$ cat src/rtl/bf_uart_tx_if.sv
// bf_uart_tx_if: byte write handshake from the bf core into the UART transmit FIFO
interface bf_uart_tx_if;
  logic       wr_valid;
  logic [7:0] wr_data;
  logic       wr_ready;
  modport master (output wr_valid, wr_data, input wr_ready);
  modport slave (input wr_valid, wr_data, output wr_ready);
endinterface

$ cat src/rtl/bf_uart_tx.sv
// bf_uart_tx: FIFO-buffered 8N1 UART transmitter for bf output; define BF_TX_PARITY_EN to add an even-parity bit
module bf_uart_tx #(
  parameter int DEPTH_LOG2   = 4,
  parameter int CLKS_PER_BIT = 868
) (
  input  logic                clk,
  input  logic                rst,
  input  logic                en,
  bf_uart_tx_if.slave         wr,
  output logic                tx,
  output logic                busy,
  output logic [DEPTH_LOG2:0] level,
  output logic                overflow
);
  localparam int CW = $clog2(CLKS_PER_BIT);
  localparam logic [DEPTH_LOG2:0] FULL = {1'b1, {DEPTH_LOG2{1'b0}}};
  typedef enum logic [2:0] {
    IDLE,
    START,
    DATA,
`ifdef BF_TX_PARITY_EN
    PARITY,
`endif
    STOP
  } state_t;
  state_t state, nxt;
  logic [7:0] mem [2**DEPTH_LOG2];
  logic [DEPTH_LOG2-1:0] rd_ptr, wr_ptr;
  logic [CW-1:0] cnt;
  logic [2:0] bit_idx;
  logic [7:0] shift;
  logic tick, push, pop;
`ifdef BF_TX_PARITY_EN
  logic par;
  assign tx = state == START ? 1'b0 : state == DATA ? shift[0] : state == PARITY ? par : 1'b1;
`else
  assign tx = state == START ? 1'b0 : state == DATA ? shift[0] : 1'b1;
`endif
  assign wr.wr_ready = level != FULL;
  assign push = wr.wr_valid && wr.wr_ready;
  assign pop = state == IDLE && en && level != '0;
  assign tick = cnt == CW'(CLKS_PER_BIT - 1);
  assign busy = state != IDLE;
  always_ff @(posedge clk or posedge rst)
    if (rst) state <= IDLE;
    else state <= nxt;
  always_comb begin
    nxt = state;
    case (state)
      IDLE:    nxt = pop ? START : IDLE;
      START:   nxt = tick ? DATA : START;
`ifdef BF_TX_PARITY_EN
      DATA:    nxt = tick && bit_idx == 3'd7 ? PARITY : DATA;
      PARITY:  nxt = tick ? STOP : PARITY;
`else
      DATA:    nxt = tick && bit_idx == 3'd7 ? STOP : DATA;
`endif
      STOP:    nxt = tick ? IDLE : STOP;
      default: nxt = IDLE;
    endcase
  end
  always_ff @(posedge clk or posedge rst)
    if (rst) begin
      rd_ptr   <= '0;
      wr_ptr   <= '0;
      level    <= '0;
      overflow <= 1'b0;
      cnt      <= '0;
      bit_idx  <= '0;
      shift    <= '0;
`ifdef BF_TX_PARITY_EN
      par      <= 1'b0;
`endif
    end else begin
      if (push) wr_ptr <= wr_ptr + 1'b1;
      if (pop) rd_ptr <= rd_ptr + 1'b1;
      if (push && !pop) level <= level + 1'b1;
      else if (pop && !push) level <= level - 1'b1;
      if (wr.wr_valid && !wr.wr_ready) overflow <= 1'b1;
      cnt <= state == IDLE || tick ? '0 : cnt + 1'b1;
      if (pop) begin
        shift <= mem[rd_ptr];
`ifdef BF_TX_PARITY_EN
        par   <= ^mem[rd_ptr];
`endif
      end else if (state == DATA && tick) begin
        shift   <= shift >> 1;
        bit_idx <= bit_idx + 1'b1;
      end
    end
  // storage is not reset: pointers and level alone define what is valid
  always_ff @(posedge clk)
    if (push) mem[wr_ptr] <= wr.wr_data;
endmodule

$ cat src/flat_wrapper.sv
// flat-port wrapper written by rule: the top's interface ports become plain ports
module bf_uart_tx_flat 
#(
  parameter int DEPTH_LOG2   = 4,
  parameter int CLKS_PER_BIT = 868
)
  (clk, rst, en, tx, busy, level, overflow, wr_wr_valid, wr_wr_data, wr_wr_ready);
  bf_uart_tx_if wr_i ();
  input  logic clk;
  input  logic rst;
  input  logic en;
  output logic tx;
  output logic busy;
  output logic [DEPTH_LOG2:0] level;
  output logic overflow;
  input wire logic [$bits(wr_i.wr_valid)-1:0] wr_wr_valid;
  input wire logic [$bits(wr_i.wr_data)-1:0] wr_wr_data;
  output wire logic [$bits(wr_i.wr_ready)-1:0] wr_wr_ready;
  assign wr_i.wr_valid = wr_wr_valid;
  assign wr_i.wr_data = wr_wr_data;
  assign wr_wr_ready = wr_i.wr_ready;
  bf_uart_tx #(.DEPTH_LOG2(DEPTH_LOG2), .CLKS_PER_BIT(CLKS_PER_BIT)) u_core (.clk(clk), .rst(rst), .en(en), .wr(wr_i), .tx(tx), .busy(busy), .level(level), .overflow(overflow));
endmodule
$ cat config.mk
export PLATFORM = sky130hd
export DESIGN_NAME = bf_uart_tx_flat
export DESIGN_NICKNAME = d
export VERILOG_FILES = /design/src/rtl/bf_uart_tx_if.sv /design/src/rtl/bf_uart_tx.sv /design/src/flat_wrapper.sv
export SDC_FILE = /design/constraint.sdc
export NUM_CORES = 1
export LEC_CHECK = 0
export CORE_UTILIZATION = 61
export DETAILED_ROUTE_END_ITERATION = 8
export PLACE_DENSITY = 0.79
export SLEW_MARGIN = 0
export SYNTH_ARGS = -nofsm -noshare
export SYNTH_HDL_FRONTEND = slang
export SYNTH_SLANG_ARGS = --single-unit
$ cat constraint.sdc
create_clock -name clk -period 3.5 [get_ports clk]
set_input_delay 0.525 -clock clk [delete_from_list [all_inputs] [get_ports clk]]
set_output_delay 0.525 -clock clk [all_outputs]
set_load 0.02 [all_outputs]
==> metrics.log, run 1 <==
[metrics] status: complete, no violations
[metrics] global-route usage over all layers: 23.5%
[metrics] worst path buffer plus inverter count: 2
[metrics] syn_area_per_cell: 17.9 sq um
[metrics] number of global-route vias before repair: 3,543
[metrics] maximum number of pins on one net before global-route repair: 38
[metrics] Die Ht: 108 microns
[metrics] source-to-sink clock delay at the later pin of the worst-skew pair: 0.54 ns
[metrics] net total in the final layout: 449
[metrics] ant diodes: 0
[metrics] cts hold-fix bufs: 0
[metrics] element type at the critical path end: flop
[metrics] starting density of the core: 62.7%
[metrics] leakage power: 2.70 nW
[metrics] number of logic stages on the critical path including buffering: 10
[metrics] clock-pin transition on the worst setup and hold timing paths: 0.07 ns
[metrics] unique cell type count in the Yosys netlist: 47
[metrics] Total Neg Setup Slack: 0 ns
[metrics] core area: 0.0109 sq mm
[metrics] Clock Skews: 0.00837 ns
[metrics] number of placed I/O pins: 21
[metrics] detailed-placement wirelength estimate: 7730 microns
[metrics] die footprint: 0.0116 sq mm
[metrics] peak clock frequency supported by timing: 347 MHz
[metrics] via count normalized by instance count: 5.97
[metrics] crit path time final: 2.88 ns
[metrics] category of the critical setup timing path: flop to flop
[metrics] area growth from synthesis to final layout: 14.4%
[metrics] share of flip-flops with an asynchronous set or reset: 22.4%
[metrics] fraction of layout instances using a drive strength above 1: 20.0%
[metrics] Clock Sink Count: 165
[metrics] number of synthesized flops with an enable pin: 128
[metrics] Max rail drop VDD: 450 uV
[metrics] total instance count after detailed placement: 545
[metrics] actual slew at the worst max-slew pin: 0.932 ns
[metrics] number of cells on the worst reg-to-reg path: 10
[metrics] number of placement rows: 38
[metrics] Worst Setup Slack post-DPL: 0.346 ns
[metrics] H-tree levels: 4
[metrics] number of register bits inferred by synthesis: 165
[metrics] final setup violation count: 0
[metrics] total wire length after detailed routing: 12,000 microns
[metrics] setup repair after global routing missed its margin: no
[metrics] first-pass iteration count of the detailed router: 4
[metrics] clock tree from TritonCTS: yes
[metrics] CTS Buffer Depth: 2
[metrics] Final Hold Violating Endpoints: 0
[metrics] synthesized cell area: 0.00683 sq mm
[metrics] number of vias after detailed routing: 3,437
[metrics] critical path cell sequence: or4_4 -> o21a_1 -> clkinv_1 -> ha_1 -> inv_1 -> fa_1 -> a21o_1 -> a21oi_1 -> mux2i_1 -> xnor2_1
[metrics] Setup WS post-layout: 0.618 ns
[metrics] average detailed-routed wire length per instance: 20.8 microns
[metrics] starting DRC count in detailed routing: 262
[metrics] Post-route DRC: 0
[metrics] placer's final routability congestion estimate: 0.762
[metrics] kind of start point of the critical path: flop
[metrics] first-pass GRT wire length: 18,900 microns
[metrics] final-layout fill cell count: 673
[metrics] Syn Inst Count: 381
[metrics] number of buffers inserted during clock tree synthesis: 17
[metrics] flip-flop and latch area: 0.00477 sq mm
[metrics] final count of pins violating max slew: 0
[metrics] count of antenna-violating nets left after detailed routing: 0
[metrics] Min-Delay Path Class: input port to asynchronous set/reset pin
[metrics] Worst EP arrival: 3.34 ns
[metrics] initial antenna violation count: 0
[metrics] post-synthesis sequential area ratio: 69.9%
[metrics] number of max-cap violations: 0
[metrics] maximum cell stage delay along the critical path: 0.60 ns
[metrics] max-slew headroom at the worst pin: 37.9%
[metrics] footprint of the multi-input gates: 0.00191 sq mm
[metrics] filler-free cell count of the finished design: 576
[metrics] number of gates given a new drive strength after cts: 0
[metrics] family of cells with the greatest summed delay on the critical path: compound AO/OA/AOI/OAI gates
[metrics] most used flip-flop cell after synthesis: edfxtp_1
[metrics] slowest stage cell, crit path: or4_4
[metrics] critical-path maximum fanout: 6
[metrics] endpoint required time on the critical path: 3.96 ns
[metrics] Clock Root Buffer: clkbuf_8
[metrics] final cycle utilization of the critical path: 82.3%
[metrics] Yosys Warn Count: 0
[metrics] Port Buf Inserts: 20
[metrics] global route overflow: 0
[metrics] post-CTS setup-driven buffer insertion count: 0
[metrics] synthesized net count: 406
[metrics] die width: 108 microns
[metrics] power density over the cells: 615 mW/mm^2
[area by class of cell]
class | count | area share [%]
clock buffer | 17 | 5.31
sequential | 165 | 61.1
clock inverter | 14 | 1.65
timing repair buffer | 40 | 4.65
multi-input combinational | 188 | 24.4
tap | 140 | 2.24
inverter | 12 | 0.577
[placed cells by master, fill, tap and decap left out, types with 11 or more instances in the layout]
cell             count
ha_1                12
clkbuf_16           16
nor2_1              28
edfxtp_1           128
xnor2_1             16
buf_4               19
nand2_1             16
mux4_2              26
mux2i_1             15
clkdlybuf4s50_1     20
inv_1               11
dfrtp_1             36
[worst register-to-register path: stages (launching register included)]
cell and delay (ns):
dfrtp_1 0.45, or4_4 0.60, o21a_1 0.26, clkinv_1 0.09, ha_1 0.16, inv_1 0.10
fa_1 0.41, a21o_1 0.17, a21oi_1 0.18, mux2i_1 0.23, xnor2_1 0.14
[sequential cells by signal, indices dropped and copies added (netlist names)]
name	flops
u_core.bit_idx	3
u_core.cnt	10
u_core.level	5
u_core.mem	128
u_core.overflow	1
u_core.rd_ptr	4
u_core.shift	8
u_core.state	2
u_core.wr_ptr	4
[logic make-up (layout without fill, tap and decap cells)]
group | count (synthesis) | in the layout | share of synthesized area (%)
simple gates | 74 | 74 | 5.59
mux | 50 | 50 | 13.6
fa+ha+maj | 13 | 13 | 2.49
buf+inv | 28 | 83 | 2.16
xor+xnor | 20 | 20 | 2.57
flops | 165 | 165 | 69.9
compound gates | 31 | 31 | 3.72
[power breakdown]
group	internal (mW)	switching, mW	leakage [nW]	total [mW]
combinational	0.290	0.353	0.814	0.644
clock	0.946	0.754	0.263	1.70
sequential	2.33	0.132	1.62	2.46
total	3.56	1.24	2.70	4.80
[synthesized netlist by cell type (2+ instances only)]
library cell / count / area share (%)
dfrtp_1: 37 / 14
nand3_1: 4 / 0.29
mux4_2: 26 / 8.6
nor2_1: 28 / 1.5
o21ai_0: 3 / 0.22
nand2b_1: 4 / 0.37
buf_6: 3 / 0.49
edfxtp_1: 128 / 56
nor4_1: 2 / 0.18
mux2_1: 2 / 0.33
o22ai_1: 7 / 0.64
nor3_1: 7 / 0.51
buf_1: 2 / 0.11
xor2_1: 4 / 0.51
nand4_1: 4 / 0.37
inv_1: 11 / 0.60
xnor2_1: 16 / 2.1
clkbuf_1: 5 / 0.28
mux2i_1: 15 / 2.2
mux4_1: 6 / 2.3
nor2b_1: 2 / 0.18
a211oi_1: 2 / 0.22
nand2_1: 16 / 0.88
buf_2: 4 / 0.29
a221o_1: 7 / 1.0
a21oi_1: 3 / 0.22
a21o_1: 2 / 0.22
ha_1: 12 / 2.2
[routing by layer]
layer / wire length, microns / global-route usage [%] / vias to the layer above
li1: - / - / 1581
met1: 5220 / 30.5 / 1749
met2: 6020 / 37.5 / 86
met3: 501 / 6.17 / 21
met4: 251 / 10.5 / 0
met5: 0 / 0 / -
[path summary, 6_finish.rpt]
check	startpoint	end	slack, ns
worst max-delay path	u_core.level[0]$_DFFE_PP0P_	u_core.level[4]$_DFFE_PP0P_	0.62
max in group asynchronous	rst	u_core.rd_ptr[1]$_DFFE_PP0N_	2.75
worst max register to register	u_core.level[0]$_DFFE_PP0P_	u_core.level[4]$_DFFE_PP0P_	0.62
worst min register to register	u_core.overflow$_DFFE_PP0P_	u_core.overflow$_DFFE_PP0P_	0.48
worst min-delay path	rst	u_core.wr_ptr[0]$_DFFE_PP0P_	0.39
min in group clk	u_core.overflow$_DFFE_PP0P_	u_core.overflow$_DFFE_PP0P_	0.48
[stage by stage]
| step | instance area, sq um | power (mW) | util [%] | hold WS [ns] |
|---|---|---|---|---|
| final | 7800 | 4.80 | 71.7 | 0.393 |
| after global routing | 7800 | 5.00 | 71.7 | 0.459 |
| after CTS | 7800 | 4.84 | 71.7 | 0.390 |
| after detailed placement | 7260 | 3.14 | 66.7 | 0.468 |
| after global placement | 7260 | 3.10 | 66.7 | 0.456 |
| after floorplan | 6830 | 2.88 | - | 0.448 |
No activity file was read; power rests on OpenSTA's default activity.
==> run 2: changes to the inputs <==
--- a/config.mk
+++ b/config.mk
@@ -5,9 +5,9 @@
 export SDC_FILE = /design/constraint.sdc
 export NUM_CORES = 1
 export LEC_CHECK = 0
-export CORE_UTILIZATION = 61
+export CORE_UTILIZATION = 55
 export DETAILED_ROUTE_END_ITERATION = 8
-export PLACE_DENSITY = 0.79
+export PLACE_DENSITY = 0.75
 export SLEW_MARGIN = 0
 export SYNTH_ARGS = -nofsm -noshare
 export SYNTH_HDL_FRONTEND = slang
==> constraint.sdc (replaced) <==
create_clock -name clk -period 2.35 [get_ports clk]
set_input_delay 0.3525 -clock clk [delete_from_list [all_inputs] [get_ports clk]]
set_output_delay 0.3525 -clock clk [all_outputs]
set_load 0.02 [all_outputs]
==> run 2 against run 1 <==
  * The run now ends with negative setup slack left
  * Via count grew 2.9%
  * Critical path depth did not move
  * Combinational power rose by 96%
  * Non-clock buffer count increased by 24
  * First-iteration DRC count grew 0.76%
  * Power grew 55%
  * Die area rose by 11%
  * Highest routed layer unchanged
==> metrics.log, run 2 (synthesis gave the netlist of run 1 again) <==
[metrics] status: finished, violations left (was complete, no violations)
[metrics] violations in the final reports: negative setup slack
[metrics] setup repair after global routing missed its margin: yes (was no)
[metrics] source-to-sink clock delay at the later pin of the worst-skew pair: 0.42 ns (was 0.54 ns)
[metrics] Max rail drop VDD: 708 uV (was 450 uV)
[metrics] largest registers ranked by flip-flop count: u_core.mem (128), u_core.cnt (10), u_core.shift (8) (unchanged)
[metrics] filler-free cell count of the finished design: 629 (was 576)
[metrics] fraction of layout instances using a drive strength above 1: 26.9% (was 20.0%)
[metrics] portion of total power attributed to sequential cells: 48.4% (was 51.2%)
[metrics] detailed-placement wirelength estimate: 8160 microns (was 7730 microns)
[metrics] Clock Skews: 0.00812 ns (was 0.00837 ns)
[metrics] most common cell after layout, fill and taps aside: edfxtp_1 (unchanged)
[metrics] family of cells with the greatest summed delay on the critical path: simple AND/OR/NAND/NOR gates (was compound AO/OA/AOI/OAI gates)
[metrics] overall power of the completed layout: 7.46 mW (was 4.80 mW)
[metrics] total wire length after detailed routing: 12,600 microns (was 12,000 microns)
[metrics] Setup WS post-layout: -0.110 ns (was 0.618 ns)
[metrics] number of max-cap violations: 0 (unchanged)
[metrics] core occupancy in the finished layout: 67.3% (was 71.7%)
[metrics] CTS Buffer Depth: 2 (unchanged)
[metrics] power density over the cells: 919 mW/mm^2 (was 615 mW/mm^2)
[metrics] number of global-route vias before repair: 3,757 (was 3,543)
[metrics] instance area at placement: 0.00750 sq mm (was 0.00726 sq mm)
[metrics] maximum number of pins on one net before global-route repair: 38 (unchanged)
[metrics] H-tree levels: 4 (unchanged)
[metrics] final count of pins violating max slew: 0 (unchanged)
[metrics] Largest Register: u_core.mem (unchanged)
[metrics] starting density of the core: 56.6% (was 62.7%)
[metrics] clock network fraction of design power: 34.7% (was 35.4%)
[metrics] cts hold-fix bufs: 0 (unchanged)
[metrics] number of buffers inserted during clock tree synthesis: 17 (unchanged)
[metrics] critical-path maximum fanout: 3 (was 6)
[metrics] post-route cell area: 0.00812 sq mm (was 0.00780 sq mm)
[metrics] leakage power: 2.84 nW (was 2.70 nW)
[metrics] maximum cell stage delay along the critical path: 0.54 ns (was 0.60 ns)
[metrics] first-pass GRT wire length: 20,000 microns (was 18,900 microns)
[metrics] via count normalized by instance count: 5.62 (was 5.97)
[metrics] peak clock frequency supported by timing: 406 MHz (was 347 MHz)
[metrics] clock-pin transition on the worst setup and hold timing paths: 0.06 ns (was 0.07 ns)
[metrics] global route overflow: 0 (unchanged)
[metrics] Min-Delay Path Class: input port to asynchronous set/reset pin (unchanged)
[metrics] area growth from synthesis to final layout: 19.0% (was 14.4%)
[metrics] category of the critical setup timing path: flop to flop (unchanged)
[metrics] first-pass iteration count of the detailed router: 4 (unchanged)
[metrics] global-route usage over all layers: 22.1% (was 23.5%)
[metrics] final cycle utilization of the critical path: 105% (was 82.3%)
[metrics] average detailed-routed wire length per instance: 20.1 microns (was 20.8 microns)
[metrics] element type at the critical path end: flop (unchanged)
[metrics] count of antenna-violating nets left after detailed routing: 0 (unchanged)
[metrics] Port Buf Inserts: 20 (unchanged)
[metrics] max reg flops: 128 (unchanged)
[metrics] number of placement rows: 40 (was 38)
[metrics] initial antenna violation count: 0 (unchanged)
[metrics] kind of start point of the critical path: flop (unchanged)
[metrics] actual slew at the worst max-slew pin: 0.578 ns (was 0.932 ns)
[metrics] total instance count after detailed placement: 593 (was 545)
[metrics] Worst Setup Slack post-DPL: -0.171 ns (was 0.346 ns)
[metrics] worst path buffer plus inverter count: 2 (unchanged)
[metrics] die footprint: 0.0129 sq mm (was 0.0116 sq mm)
[metrics] final setup violation count: 1 (was 0)
[metrics] crit path time final: 2.46 ns (was 2.88 ns)
[metrics] ant diodes: 0 (unchanged)
[metrics] number of placed I/O pins: 21 (unchanged)
[metrics] Post-route DRC: 0 (unchanged)
[metrics] slowest stage cell, crit path: or4_4 (unchanged)
[metrics] number of vias after detailed routing: 3,538 (was 3,437)
[metrics] placer's final routability congestion estimate: 0.731 (was 0.762)
[metrics] clock tree from TritonCTS: yes (unchanged)
[metrics] Total Neg Setup Slack: -0.110 ns (was 0 ns)
[metrics] max-slew headroom at the worst pin: 61.4% (was 37.9%)
[metrics] Clock Sink Count: 165 (unchanged)
[metrics] Clock Root Buffer: clkbuf_16 (was clkbuf_8)
[metrics] Worst EP arrival: 2.81 ns (was 3.34 ns)
[metrics] endpoint required time on the critical path: 2.70 ns (was 3.96 ns)
[metrics] top library cells by usage in the layout, fill and taps aside: edfxtp_1 (128), buf_4 (41), dfrtp_1 (34), nor2_1 (28), mux4_2 (26) (was edfxtp_1 (128), dfrtp_1 (36), nor2_1 (28), mux4_2 (26), clkdlybuf4s50_1 (20))
[metrics] net total in the final layout: 473 (was 449)
[metrics] die width: 113 microns (was 108 microns)
[metrics] switching fraction of total power: 26.0% (was 25.8%)
[metrics] Final Hold Violating Endpoints: 0 (unchanged)
[metrics] starting DRC count in detailed routing: 264 (was 262)
[metrics] Die Ht: 113 microns (was 108 microns)
[metrics] Final Hold Slack: 0.342 ns (was 0.393 ns)
[metrics] core area: 0.0121 sq mm (was 0.0109 sq mm)
[metrics] Switching Power: 1.94 mW (was 1.24 mW)
[metrics] critical path cell sequence: or4_4 -> o21a_4 -> clkinv_4 -> ha_4 -> inv_4 -> fa_2 -> a21o_1 -> a21oi_2 -> mux2i_1 -> xnor2_1 (was or4_4 -> o21a_1 -> clkinv_1 -> ha_1 -> inv_1 -> fa_1 -> a21o_1 -> a21oi_1 -> mux2i_1 -> xnor2_1)
[metrics] internal power component: 5.53 mW (was 3.56 mW)
[metrics] Logic pwr share: 16.9% (was 13.4%)
==> run 2: cell count changes in the layout (fill, tap and decap cells not counted), sizes merged <==
cell,delta
dlygate4sd2,+1
clkinvlp,+1
clkdlybuf4s50,-1
buf,+24
==> run 2: cell type report <==
cell class / count / area [sq um]
timing repair buffer: 64 / 558
tap: 168 / 210
fill: 794 / 3940
sequential: 165 / 4770
clock inverter: 15 / 130
multi-input combinational: 188 / 1970
clock buffer: 17 / 425
inverter: 12 / 52.6
==> run 2: power groups by stage <==
stage	Clock [mW]	Sequential [mW]	Combinational, mW
after floorplan	0	3.69	0.639
after global placement	0	3.64	1.17
after detailed placement	0	3.67	1.20
after CTS	2.63	3.62	1.24
after global routing	2.74	3.64	1.38
final	2.59	3.61	1.26
==> run 2: worst reg2reg max path, stage by stage (launching register included) <==
cell	delay [ns]
dfrtp_2	0.40
or4_4	0.54
o21a_4	0.22
clkinv_4	0.05
ha_4	0.13
inv_4	0.04
fa_2	0.33
a21o_1	0.17
a21oi_2	0.14
mux2i_1	0.22
xnor2_1	0.13
==> run 2: final timing paths <==
kind                                               start                             to  slack, ns  depth (start not counted)
max                          u_core.level[0]$_DFFE_PP0P_    u_core.level[4]$_DFFE_PP0P_      -0.11                         10
min                                                  rst        u_core.cnt[1]$_DFF_PP0_       0.34                          3
max reg2reg                  u_core.level[0]$_DFFE_PP0P_    u_core.level[4]$_DFFE_PP0P_      -0.11                         10
max in group asynchronous                            rst   u_core.rd_ptr[1]$_DFFE_PP0N_       1.65                          3
min in group clk           u_core.bit_idx[0]$_DFFE_PP0P_  u_core.bit_idx[0]$_DFFE_PP0P_       0.47                          1
min reg2reg                u_core.bit_idx[0]$_DFFE_PP0P_  u_core.bit_idx[0]$_DFFE_PP0P_       0.47                          1
==> run 2: per-layer routing <==
metal	wire, microns	track usage, %	share of wire [%]
met2	6430	35.2	51
met3	728	6.11	5.8
met1	5260	28.2	42
met5	0	0	0
met4	214	11.6	1.7
==> run 2: what timing repair did <==
| item | in CTS | in global routing |
|---|---|---|
| setup buffers | 1 | 3 |
| setup endpoints to repair | 3 | 3 |
| resized for setup | 3 | 2 |
| pin swaps | 10 | 4 |
==> run 3: changes to the inputs <==
--- a/config.mk
+++ b/config.mk
@@ -6,6 +6,7 @@
 export NUM_CORES = 1
 export LEC_CHECK = 0
 export CORE_UTILIZATION = 55
+export CTS_CLUSTER_DIAMETER = 120
 export DETAILED_ROUTE_END_ITERATION = 8
 export PLACE_DENSITY = 0.75
 export SLEW_MARGIN = 0
==> results of run 3 <==
Same layout as run 2: the final DEF is identical, and so are final timing and power.
